$ cat config.mk
export PLATFORM = sky130hd
export DESIGN_NAME = ext_rx_burst_if_flat
export DESIGN_NICKNAME = d
export VERILOG_FILES = /design/src/rtl/ext_rx_pkg.sv /design/src/rtl/ext_rx_burst_if_if.sv /design/src/rtl/ext_rx_fifo.sv /design/src/rtl/ext_rx_burst_if.sv /design/src/flat_wrapper.sv
export SDC_FILE = /design/constraint.sdc
export NUM_CORES = 1
export LEC_CHECK = 0
export CORE_UTILIZATION = 45
export CTS_BUF_LIST = sky130_fd_sc_hd__clkbuf_16
export CTS_CLUSTER_SIZE = 20
export DETAILED_ROUTE_END_ITERATION = 12
export GPL_ROUTABILITY_DRIVEN = 0
export PLACE_DENSITY = 0.8
export SLEW_MARGIN = 0
export SYNTH_ARGS = -nofsm -noshare
export SYNTH_HDL_FRONTEND = slang
export SYNTH_SLANG_ARGS = --single-unit
$ cat constraint.sdc
create_clock -name clk_i -period 3.5 [get_ports clk_i]
set_input_delay 0.35 -clock clk_i [delete_from_list [all_inputs] [get_ports clk_i]]
set_output_delay 0.35 -clock clk_i [all_outputs]
set_load 0.05 [all_outputs]
$ cat src/rtl/ext_rx_pkg.sv
// ext_rx_pkg: shared types and AR length helper for the mchan external read engine.
package ext_rx_pkg;

   typedef enum logic [1:0] {OKAY, EXOKAY, SLVERR, DECERR} axi_resp_e;
   typedef enum logic {IDLE, RUN} rx_fsm_e;

   // Beat layout at the default widths; the top re-declares it at its own widths
   typedef struct packed {
      logic [63:0] data;
      logic        last;
      logic [3:0]  tid;
      logic        first;
   } rx_beat_t;

   function automatic logic [7:0] calc_ar_len(input logic [15:0] add_lsb, input logic [31:0] len,
                                              input logic [3:0] off);
      logic [31:0] sum;
      sum = 32'(add_lsb) + len;
      return 8'(sum >> off);
   endfunction

endpackage

$ cat src/rtl/ext_rx_burst_if_if.sv
// ext_rx_burst_if_if: AXI4 AR + R channel bundle with master/slave views.
interface ext_rx_burst_if_if #(
   parameter int ADDR_W = 32,
   parameter int DATA_W = 64,
   parameter int USER_W = 6,
   parameter int ID_W   = 4
);
   logic              ar_valid;
   logic [ADDR_W-1:0] ar_addr;
   logic [2:0]        ar_prot;
   logic [3:0]        ar_region;
   logic [7:0]        ar_len;
   logic [2:0]        ar_size;
   logic [1:0]        ar_burst;
   logic              ar_lock;
   logic [3:0]        ar_cache;
   logic [3:0]        ar_qos;
   logic [ID_W-1:0]   ar_id;
   logic [USER_W-1:0] ar_user;
   logic              ar_ready;
   logic              r_valid;
   logic [DATA_W-1:0] r_data;
   logic [1:0]        r_resp;
   logic              r_last;
   logic [ID_W-1:0]   r_id;
   logic [USER_W-1:0] r_user;
   logic              r_ready;

   modport master (
      output ar_valid, ar_addr, ar_prot, ar_region, ar_len, ar_size, ar_burst, ar_lock, ar_cache,
             ar_qos, ar_id, ar_user, r_ready,
      input  ar_ready, r_valid, r_data, r_resp, r_last, r_id, r_user
   );

   modport slave (
      input  ar_valid, ar_addr, ar_prot, ar_region, ar_len, ar_size, ar_burst, ar_lock, ar_cache,
             ar_qos, ar_id, ar_user, r_ready,
      output ar_ready, r_valid, r_data, r_resp, r_last, r_id, r_user
   );

endinterface

$ cat src/rtl/ext_rx_fifo.sv
// ext_rx_fifo: power-of-2 deep synchronous FIFO of R beats with full/empty flags.
module ext_rx_fifo
   import ext_rx_pkg::*;
#(
   parameter int  DEPTH = 4,
   parameter type T     = rx_beat_t
) (
   input  logic clk_i,
   input  logic rst_ni,
   input  logic push,
   input  logic pop,
   input  T     din,
   output T     dout,
   output logic full,
   output logic empty
);
   localparam int AW = $clog2(DEPTH);

   T              mem [DEPTH];
   logic [AW-1:0] wr, rd;
   logic [AW:0]   cnt;
   logic          do_push, do_pop;

   assign full    = cnt == (AW+1)'(DEPTH);
   assign empty   = cnt == '0;
   assign do_push = push & ~full;
   assign do_pop  = pop & ~empty;
   assign dout    = mem[rd];

   always_ff @(posedge clk_i or negedge rst_ni)
      if (!rst_ni) begin
         wr  <= '0;
         rd  <= '0;
         cnt <= '0;
      end else begin
         if (do_push) wr <= wr + 1'b1;
         if (do_pop) rd <= rd + 1'b1;
         cnt <= cnt + (AW+1)'(do_push) - (AW+1)'(do_pop);
      end

   always_ff @(posedge clk_i)
      if (do_push) mem[wr] <= din;

endmodule

$ cat src/rtl/ext_rx_burst_if.sv
// ext_rx_burst_if: AXI4 read engine (AR slot, R beat buffer, per-burst events).
// Optional EXT_RX_RESP_ERR_EN enables sticky SLVERR/DECERR reporting.
module ext_rx_burst_if
   import ext_rx_pkg::*;
#(
   parameter int AXI_ADDR_WIDTH  = 32,
   parameter int AXI_DATA_WIDTH  = 64,
   parameter int AXI_USER_WIDTH  = 6,
   parameter int AXI_ID_WIDTH    = 4,
   parameter int EXT_ADD_WIDTH   = 29,
   parameter int EXT_TID_WIDTH   = 4,
   parameter int MCHAN_LEN_WIDTH = 15,
   parameter int MAX_OUTSTANDING = 4,
   parameter int RX_FIFO_DEPTH   = 4
) (
   input  logic                               clk_i,
   input  logic                               rst_ni,
   input  logic [EXT_ADD_WIDTH-1:0]           cmd_add_i,
   input  logic [MCHAN_LEN_WIDTH-1:0]         cmd_len_i,
   input  logic [EXT_TID_WIDTH-1:0]           cmd_tid_i,
   input  logic                               cmd_bst_i,
   input  logic                               cmd_req_i,
   output logic                               cmd_gnt_o,
   input  logic                               valid_tid_i,
   ext_rx_burst_if_if.master                  axi,
   output logic [AXI_DATA_WIDTH-1:0]          rx_data_dat_o,
   output logic                               rx_data_first_o,
   output logic                               rx_data_last_o,
   output logic                               rx_data_valid_o,
   input  logic                               rx_data_ready_i,
   output logic                               trans_rx_req_o,
   output logic                               release_tid_o,
   output logic [EXT_TID_WIDTH-1:0]           res_tid_o,
   output logic                               synch_req_o,
   output logic [$clog2(MAX_OUTSTANDING+1)-1:0] outstanding_o,
   output logic                               err_o,
   output logic [EXT_TID_WIDTH-1:0]           err_tid_o
);
   localparam int OFF = $clog2(AXI_DATA_WIDTH/8);
   localparam int OW  = $clog2(MAX_OUTSTANDING+1);

   typedef struct packed {
      logic [AXI_DATA_WIDTH-1:0] data;
      logic                      last;
      logic [EXT_TID_WIDTH-1:0]  tid;
      logic                      first;
   } beat_t;

   beat_t                     push_beat, head;
   rx_fsm_e                   state;
   logic                      full, empty, push, pop, pop_last, slot_q, bst_q;
   logic [AXI_ADDR_WIDTH-1:0] addr_q;
   logic [7:0]                len_q;
   logic [EXT_TID_WIDTH-1:0]  tid_q;

   assign cmd_gnt_o = cmd_req_i & valid_tid_i & (~slot_q | axi.ar_ready) &
                      (outstanding_o < OW'(MAX_OUTSTANDING));

   always_ff @(posedge clk_i or negedge rst_ni)
      if (!rst_ni) begin
         slot_q <= 1'b0;
         addr_q <= '0;
         len_q  <= '0;
         bst_q  <= 1'b0;
         tid_q  <= '0;
      end else if (cmd_gnt_o) begin
         slot_q <= 1'b1;
         addr_q <= AXI_ADDR_WIDTH'(cmd_add_i);
         len_q  <= calc_ar_len(16'(cmd_add_i[OFF-1:0]), 32'(cmd_len_i), 4'(OFF));
         bst_q  <= cmd_bst_i;
         tid_q  <= cmd_tid_i;
      end else if (axi.ar_ready) slot_q <= 1'b0;

   assign axi.ar_valid  = slot_q;
   assign axi.ar_addr   = addr_q;
   assign axi.ar_len    = len_q;
   assign axi.ar_size   = 3'(OFF);
   assign axi.ar_burst  = {1'b0, bst_q};
   assign axi.ar_id     = AXI_ID_WIDTH'(tid_q);
   assign axi.ar_prot   = '0;
   assign axi.ar_region = '0;
   assign axi.ar_lock   = 1'b0;
   assign axi.ar_cache  = '0;
   assign axi.ar_qos    = '0;
   assign axi.ar_user   = '0;

   // A burst stays outstanding until its last beat leaves the buffer
   always_ff @(posedge clk_i or negedge rst_ni)
      if (!rst_ni) outstanding_o <= '0;
      else if (cmd_gnt_o & ~pop_last) outstanding_o <= outstanding_o + 1'b1;
      else if (pop_last & ~cmd_gnt_o) outstanding_o <= outstanding_o - 1'b1;

   assign axi.r_ready = ~full;
   assign push        = axi.r_valid & ~full;
   assign push_beat   = {axi.r_data, axi.r_last, axi.r_id[EXT_TID_WIDTH-1:0], state == IDLE};

   always_ff @(posedge clk_i or negedge rst_ni)
      if (!rst_ni) state <= IDLE;
      else if (push) state <= axi.r_last ? IDLE : RUN;

   ext_rx_fifo #(.DEPTH(RX_FIFO_DEPTH), .T(beat_t)) i_fifo (
      .clk_i, .rst_ni, .push, .pop, .din(push_beat), .dout(head), .full, .empty
   );

   assign pop             = ~empty & rx_data_ready_i;
   assign pop_last        = pop & head.last;
   assign rx_data_valid_o = ~empty;
   assign rx_data_dat_o   = empty ? '0 : head.data;
   assign rx_data_first_o = ~empty & head.first;
   assign rx_data_last_o  = ~empty & head.last;
   assign res_tid_o       = empty ? '0 : head.tid;
   assign trans_rx_req_o  = pop & head.first;
   assign release_tid_o   = pop_last;
   assign synch_req_o     = pop_last;

`ifdef EXT_RX_RESP_ERR_EN
   always_ff @(posedge clk_i or negedge rst_ni)
      if (!rst_ni) begin
         err_o     <= 1'b0;
         err_tid_o <= '0;
      end else if (push && (axi.r_resp == SLVERR || axi.r_resp == DECERR)) begin
         err_o <= 1'b1;
         if (!err_o) err_tid_o <= axi.r_id[EXT_TID_WIDTH-1:0];
      end
`else
   assign err_o     = 1'b0;
   assign err_tid_o = '0;
`endif

endmodule

$ cat src/flat_wrapper.sv
// flat-port wrapper written by rule: the top's interface ports become plain ports
module ext_rx_burst_if_flat import ext_rx_pkg::*;
#(
   parameter int AXI_ADDR_WIDTH  = 32,
   parameter int AXI_DATA_WIDTH  = 64,
   parameter int AXI_USER_WIDTH  = 6,
   parameter int AXI_ID_WIDTH    = 4,
   parameter int EXT_ADD_WIDTH   = 29,
   parameter int EXT_TID_WIDTH   = 4,
   parameter int MCHAN_LEN_WIDTH = 15,
   parameter int MAX_OUTSTANDING = 4,
   parameter int RX_FIFO_DEPTH   = 4
)
  (clk_i, rst_ni, cmd_add_i, cmd_len_i, cmd_tid_i, cmd_bst_i, cmd_req_i, cmd_gnt_o, valid_tid_i, rx_data_dat_o, rx_data_first_o, rx_data_last_o, rx_data_valid_o, rx_data_ready_i, trans_rx_req_o, release_tid_o, res_tid_o, synch_req_o, outstanding_o, err_o, err_tid_o, axi_ar_valid, axi_ar_addr, axi_ar_prot, axi_ar_region, axi_ar_len, axi_ar_size, axi_ar_burst, axi_ar_lock, axi_ar_cache, axi_ar_qos, axi_ar_id, axi_ar_user, axi_r_ready, axi_ar_ready, axi_r_valid, axi_r_data, axi_r_resp, axi_r_last, axi_r_id, axi_r_user);
  ext_rx_burst_if_if #(.ADDR_W(32), .DATA_W(64), .USER_W(6), .ID_W(4)) axi_i ();
  input  logic clk_i;
  input  logic rst_ni;
  input  logic [EXT_ADD_WIDTH-1:0] cmd_add_i;
  input  logic [MCHAN_LEN_WIDTH-1:0] cmd_len_i;
  input  logic [EXT_TID_WIDTH-1:0] cmd_tid_i;
  input  logic cmd_bst_i;
  input  logic cmd_req_i;
  output logic cmd_gnt_o;
  input  logic valid_tid_i;
  output logic [AXI_DATA_WIDTH-1:0] rx_data_dat_o;
  output logic rx_data_first_o;
  output logic rx_data_last_o;
  output logic rx_data_valid_o;
  input  logic rx_data_ready_i;
  output logic trans_rx_req_o;
  output logic release_tid_o;
  output logic [EXT_TID_WIDTH-1:0] res_tid_o;
  output logic synch_req_o;
  output logic [$clog2(MAX_OUTSTANDING+1)-1:0] outstanding_o;
  output logic err_o;
  output logic [EXT_TID_WIDTH-1:0] err_tid_o;
  output wire logic [$bits(axi_i.ar_valid)-1:0] axi_ar_valid;
  output wire logic [$bits(axi_i.ar_addr)-1:0] axi_ar_addr;
  output wire logic [$bits(axi_i.ar_prot)-1:0] axi_ar_prot;
  output wire logic [$bits(axi_i.ar_region)-1:0] axi_ar_region;
  output wire logic [$bits(axi_i.ar_len)-1:0] axi_ar_len;
  output wire logic [$bits(axi_i.ar_size)-1:0] axi_ar_size;
  output wire logic [$bits(axi_i.ar_burst)-1:0] axi_ar_burst;
  output wire logic [$bits(axi_i.ar_lock)-1:0] axi_ar_lock;
  output wire logic [$bits(axi_i.ar_cache)-1:0] axi_ar_cache;
  output wire logic [$bits(axi_i.ar_qos)-1:0] axi_ar_qos;
  output wire logic [$bits(axi_i.ar_id)-1:0] axi_ar_id;
  output wire logic [$bits(axi_i.ar_user)-1:0] axi_ar_user;
  output wire logic [$bits(axi_i.r_ready)-1:0] axi_r_ready;
  input wire logic [$bits(axi_i.ar_ready)-1:0] axi_ar_ready;
  input wire logic [$bits(axi_i.r_valid)-1:0] axi_r_valid;
  input wire logic [$bits(axi_i.r_data)-1:0] axi_r_data;
  input wire logic [$bits(axi_i.r_resp)-1:0] axi_r_resp;
  input wire logic [$bits(axi_i.r_last)-1:0] axi_r_last;
  input wire logic [$bits(axi_i.r_id)-1:0] axi_r_id;
  input wire logic [$bits(axi_i.r_user)-1:0] axi_r_user;
  assign axi_ar_valid = axi_i.ar_valid;
  assign axi_ar_addr = axi_i.ar_addr;
  assign axi_ar_prot = axi_i.ar_prot;
  assign axi_ar_region = axi_i.ar_region;
  assign axi_ar_len = axi_i.ar_len;
  assign axi_ar_size = axi_i.ar_size;
  assign axi_ar_burst = axi_i.ar_burst;
  assign axi_ar_lock = axi_i.ar_lock;
  assign axi_ar_cache = axi_i.ar_cache;
  assign axi_ar_qos = axi_i.ar_qos;
  assign axi_ar_id = axi_i.ar_id;
  assign axi_ar_user = axi_i.ar_user;
  assign axi_r_ready = axi_i.r_ready;
  assign axi_i.ar_ready = axi_ar_ready;
  assign axi_i.r_valid = axi_r_valid;
  assign axi_i.r_data = axi_r_data;
  assign axi_i.r_resp = axi_r_resp;
  assign axi_i.r_last = axi_r_last;
  assign axi_i.r_id = axi_r_id;
  assign axi_i.r_user = axi_r_user;
  ext_rx_burst_if #(.AXI_ADDR_WIDTH(AXI_ADDR_WIDTH), .AXI_DATA_WIDTH(AXI_DATA_WIDTH), .AXI_USER_WIDTH(AXI_USER_WIDTH), .AXI_ID_WIDTH(AXI_ID_WIDTH), .EXT_ADD_WIDTH(EXT_ADD_WIDTH), .EXT_TID_WIDTH(EXT_TID_WIDTH), .MCHAN_LEN_WIDTH(MCHAN_LEN_WIDTH), .MAX_OUTSTANDING(MAX_OUTSTANDING), .RX_FIFO_DEPTH(RX_FIFO_DEPTH)) u_core (.clk_i(clk_i), .rst_ni(rst_ni), .cmd_add_i(cmd_add_i), .cmd_len_i(cmd_len_i), .cmd_tid_i(cmd_tid_i), .cmd_bst_i(cmd_bst_i), .cmd_req_i(cmd_req_i), .cmd_gnt_o(cmd_gnt_o), .valid_tid_i(valid_tid_i), .axi(axi_i), .rx_data_dat_o(rx_data_dat_o), .rx_data_first_o(rx_data_first_o), .rx_data_last_o(rx_data_last_o), .rx_data_valid_o(rx_data_valid_o), .rx_data_ready_i(rx_data_ready_i), .trans_rx_req_o(trans_rx_req_o), .release_tid_o(release_tid_o), .res_tid_o(res_tid_o), .synch_req_o(synch_req_o), .outstanding_o(outstanding_o), .err_o(err_o), .err_tid_o(err_tid_o));
endmodule
* Yosys cells after proc, flatten, opt, wreduce, memory -nomap -nowiden
Memory sizes are Yosys's and may differ from the RTL's.
Cells that the tools add are included.
** Storage, ports and cells
- Register bits :: 54
- Memory bits (writable) :: 280
- Memories kept :: 1
** Operators by class
- Add/sub/neg operators :: 7
- Order comparisons :: 1
- Equality and inequality tests :: 1
- Muxes and demuxes :: 9
- Bitwise operators :: 20
- Reduce and logical (&&, ||, !) cells :: 3
** Memories
- u_core.i_fifo.mem :: depth 4, bits a word 70, rd ports 1, clocked after Yosys merged registers in 0, write ports 1, RTL line ext_rx_fifo.sv:19 : T mem [DEPTH];
** Operator list (count)
- 64-bit two-way mux :: 1
- 1-bit bitwise AND :: 13
- 3-bit by 11-bit adder with 11-bit output :: 1
- 3-bit two-way mux :: 2
- 1-bit inverter :: 6
- 1-bit two-way mux :: 5
- 2-bit by 1-bit adder with 2-bit output (second input constant) :: 2
- 4-bit two-way mux :: 1
- 2-bit nonzero test :: 2
- 3-bit by 1-bit adder with 3-bit output :: 1
- 3-bit by 1-bit adder with 3-bit output (second input constant) :: 1
- 3-bit equality test (second input constant) :: 1
- 3-bit logical NOT :: 1
- 3-bit less-than comparator (second input constant) :: 1
- 3-bit by 1-bit subtractor with 3-bit output :: 1
- 3-bit by 1-bit subtractor with 3-bit output (second input constant) :: 1
- 1-bit bitwise OR :: 1

* Depth between registers and ports, before layout
- Word-level depth :: 8
- Mapped depth :: 11

* By module
From an unflattened synthesis, not the netlist that was laid out.
** Unflattened totals
- Cell total of the unflattened synthesis :: 668
- Area total of the unflattened synthesis :: 13400.4 µm²
** By module, submodules not included
- ext_rx_fifo :: instances 1, cells an instance 407, area each 10645.2 µm², seq. area each 8583.2 µm²
- ext_rx_burst_if :: instances 1, cells an instance 261, area each 2755.1 µm², seq. area each 1176.1 µm²

* Worst setup path before layout
Ideal clock, no wire load.
- Kind :: reg-to-reg
- Start point :: reg u_core.i_fifo.cnt[1]
- End point :: mem u_core.i_fifo.mem[0][0] (netlist bit) (enable)
- Arrival time :: 2.625 ns
- Data required time :: 3.064 ns
- Setup slack :: 0.439 ns
- Cell stages (with the launch flop) :: 4
- Buffers on the path :: 0
- Period minus slack after synthesis :: 3.061 ns
- Cell sequence :: dfrtp_1 nor2_1 nand2_1 and3_1
** On the way
- Cells in the longest elaborated chain, start to end :: 6
** RTL lines
- from (decl) :: RTL line ext_rx_fifo.sv:21 : logic [AW:0] cnt;
- from (signal assigned) :: RTL line ext_rx_fifo.sv:38 : cnt <= cnt + (AW+1)'(do_push) - (AW+1)'(do_pop);
- 3-bit equality test (*) :: RTL line ext_rx_fifo.sv:24 : assign full = cnt == (AW+1)'(DEPTH);
- 1-bit inverter (*)
- named net axi_r_ready :: RTL line flat_wrapper.sv:49 : output wire logic [$bits(axi_i.r_ready)-1:0] axi_r_ready;
- 1-bit bitwise AND :: RTL line ext_rx_burst_if.sv:94 : assign push = axi.r_valid & ~full;
- 1-bit bitwise AND (*) :: RTL line ext_rx_fifo.sv:26 : assign do_push = push & ~full;
- 1-bit two-way mux (*) :: RTL line ext_rx_fifo.sv:42 : if (do_push) mem[wr] <= din;
- 1-bit two-way mux (not written as such) (*) :: RTL line ext_rx_fifo.sv:42
- to (decl) :: RTL line ext_rx_fifo.sv:19
The timed path passes the listed nets; every way through them passes the cells marked *.

* Worst setup path after layout
- Start point :: reg u_core.i_fifo.rd[0]
- End point :: out rx_data_dat_o[4]
** On the way
- Cells in the longest elaborated chain, start to end :: 2
** RTL lines
- from (decl) :: RTL line ext_rx_fifo.sv:20 : logic [AW-1:0] wr, rd;
- from (signal assigned) :: RTL line ext_rx_fifo.sv:37 : if (do_pop) rd <= rd + 1'b1;
- memory 4 x 70 bit
- 64-bit two-way mux :: RTL line ext_rx_burst_if.sv:108 : assign rx_data_dat_o = empty ? '0 : head.data;
- to (decl) :: RTL line flat_wrapper.sv:25 : output logic [AXI_DATA_WIDTH-1:0] rx_data_dat_o;
Every way passes these cells.

==> out/metrics.yaml <==
run_status:
  run_status: "completed"
timing:
  setup_total_negative_slack_ns: 0
  max_freq_mhz: 310
  timing.final.crit_share_pct: 92.1
  drv_slew: 0
  timing.clock.skew_ns: 0.0125
  finalWorstPathRequiredPeriod_ns: 3.22
  final_report_hold_violation_count: 0
  hold-worst-slack_ns: 0.416
  grt_setup_unrepaired: "no"
  timing.slew.headroom_pct: 58.7
  worst_slew_pin_slew_ns: 0.619
  finalSetupViolations: 0
yosys:
  synthXorXnorAreaFrac_pct: 1.06
  post_synth_mux_area_share_pct: 15.0
  largest_family_of_logic_cells_by_synthesized_area: "multiplexers"
  postSynthRegisterBits: 334
  synth_compound_gate_area_share_pct: 0.558
  syn-mean-instance-area_um2: 20.0
  yosysMostFrequentCell: "sky130_fd_sc_hd__edfxtp_1"
  post_synth_inst_count: 662
  post_synth_fa_ha_maj_area_fraction_pct: 1.15
  synth_top_cell_area_share_pct: 63.6
  yosys-top-cells-count: "280 x sky130_fd_sc_hd__edfxtp_1, 71 x sky130_fd_sc_hd__and2_1, 70 x sky130_fd_sc_hd__mux4_2"
  yosys_warnings: 0
  cell_types_occupying_the_most_area_after_synthesis: "sky130_fd_sc_hd__edfxtp_1 64%, sky130_fd_sc_hd__mux4_2 12%, sky130_fd_sc_hd__dfrtp_1 10%, sky130_fd_sc_hd__and2_1 3.4%, sky130_fd_sc_hd__mux2_2 2.9%"
  synthSimpleGateAreaFrac_pct: 4.54
  synth_area_mm2: 0.0132
  netlist-cell-type-count: 28
  synth_flop_cell: "sky130_fd_sc_hd__edfxtp_1"
  synth-edff-count: 280
  yosys.area.top_type: "sky130_fd_sc_hd__edfxtp_1"
  synth_async_sr_flop_share_pct: 16.2
  synth.yosys.seq_area_share_pct: 73.8
clock_network:
  total_clock_sinks: 334
  htree_num_levels: 2
  cts.clk_slew.worst_paths_ns: 0.06
  cts-buffers-inserted: 35
  clk-insertion-delay-late_ns: 0.51
  cts_tree: "yes"
  cts_root_buffer: "sky130_fd_sc_hd__clkbuf_16"
  cts.path.max_buffers: 3
final_layout:
  final_layout_size_suffix_gt1_share_pct: 19.6
  design.final.nets: 1072
  antennaDiodeCount: 0
  flow.area_growth_from_synthesis_pct: 30.7
grt:
  grt_max_degree: 47
  global_route.usage.total_pct: 17.8
  initial_antenna_violation_count: 1
  grt_first_pass_wirelength_mm: 40.7
  grt_overflow_total: 0
  grt_pass1_vias: 7297
setup_path:
  path_cells: "buf_4, mux4_2, and2_1, clkdlybuf4s50_1"
  cpPeakStageDelay_ns: 0.70
  worstSetupStartpointType: "flop"
  worst_ep_required_time_ns: 3.15
  crit_arrival_ns: 2.87
  crit_family: "buffers and inverters"
  worst_path_cell_with_the_longest_stage_delay: "sky130_fd_sc_hd__dfrtp_4"
  crit_path_end_kind: "output pin"
  worst-path-max-fanout: 15
  worstSetupPathType: "flop to output pin"
  cp.buffers_inverters: 2
route:
  drt-vias-per-instance: 5.05
  routedWlPerCell_um: 19.6
  antenna_left: 0
  drt-initial-drc-count: 520
  drt-total-wl_mm: 26.2
  vias: 6758
  route.detailed.drc: 0
  first_pass_iters: 4
pwr:
  power_per_cell_area_mw_per_mm2: 1050
  vdd_drop_max_v: 0.000589
  leakage_power_figure_nw: 6.02
place:
  port-buffer-count: 242
  place.detailed.hpwl_mm: 16.7
job:
  cap_viol_max_count: 0
floorplan:
  fp.dieH_um: 173
  die_w_um: 173
  die_area_mm2: 0.0301
  design.portCount: 289
  start_util_pct: 46.0
  core-area_mm2: 0.0288
  num_rows: 62
min_path:
  holdCritPathClass: "input pin to asynchronous set/reset pin"
==> state kept, by name, indices dropped and copies added, names as in the netlist, 2 cells and up <==
signal	flops
u_core.i_fifo.mem	280
u_core.axi.ar_addr	29
u_core.outstanding_o	3
u_core.i_fifo.rd	2
u_core.axi.ar_len	8
u_core.i_fifo.wr	2
u_core.i_fifo.cnt	3
u_core.axi.ar_id	4
==> cell families after synthesis <==
kind of cell | count (synthesis)
compound gates | 14
xor+xnor | 16
fa+ha+maj | 11
buf+inv | 77
flops | 334
mux | 106
other cells | 2
simple gates | 102
==> placed cells by master, fill, tap and decap left out, drive strengths merged <==
cell type	instances
edfxtp	280
clkdlybuf4s50	241
and2	72
mux4	70
dfrtp	54
clkbuf	36
mux2	36
conb	34
buf	21
inv	17
clkinv	14
a21oi	11
nand2	10
nor2	9
xor2	9
ha	9
xnor2	7
bufinv	7
and3	5
o21ai	3
nand4	3
fa	2
or3	1
nand3b	1
nand3	1
clkinvlp	1
dlygate4sd3	1
==> per-layer routing <==
metal	share of wire [%]	wire length, um	up-vias	track usage, %
met5	0.050	13	-	0
met4	1.8	463	2	4.83
met3	8.0	2090	44	4.71
met2	50	13100	282	30.7
met1	40	10500	3403	22.1
li1	-	-	3027	-
==> per-stage QoR <==
stage	util, %	power [W]	setup slack [ns]	cell area [um^2]	instances
6_report	60.1	0.0182	0.275	17300	1339
5_1_grt	60.1	0.0190	0.167	17300	1339
4_1_cts	60.0	0.0184	0.0185	17300	1338
3_5_place_dp	55.7	0.0145	0.566	16000	1273
3_3_place_gp	55.7	0.0144	0.590	16000	1273
2_1_floorplan	-	0.0117	0.439	13400	694
==> worst paths after layout <==
kind	from	end	slack (ns)	depth (start not counted)
worst max-delay path	u_core.i_fifo.rd[0]	rx_data_dat_o[4]	0.28	4
worst min register to register	u_core.axi.ar_addr[15]	u_core.axi.ar_addr[15]	0.49	1
max in group asynchronous	rst_ni	u_core.axi.ar_addr[3]	2.44	3
min in group clk_i	cmd_add_i[16]	u_core.axi.ar_addr[16]	0.44	2
worst max register to register	u_core.i_fifo.cnt[1]	u_core.i_fifo.cnt[2]	0.79	10
worst min-delay path	rst_ni	u_core.axi.ar_id[0]	0.42	2
==> final cells by class <==
class	count	area [um^2]
fillers	2067	11500
flip-flops and latches	334	9770
multi-input cells	283	3110
repair buffers	263	2680
clock buffers	36	901
well taps	384	480
clock inverters	28	320
inverters	11	41.3
==> power breakdown <==
part	leakage [nW]	switching, W	internal (W)
combinational	2.21	0.00532	0.00327
clock	0.612	0.00147	0.00239
sequential	3.19	0.000419	0.00536
total	6.02	0.00721	0.0110
==> repair_timing <==
item / 4_1_cts / 5_1_grt
hold endpoints to repair: 24 / 0
setup buffers: 0 / 1
gates resized for setup: 0 / 0
endpoints found under the setup margin: 0 / 9
hold buffers: 1 / 0
No activity file was read; power rests on OpenSTA's default activity.
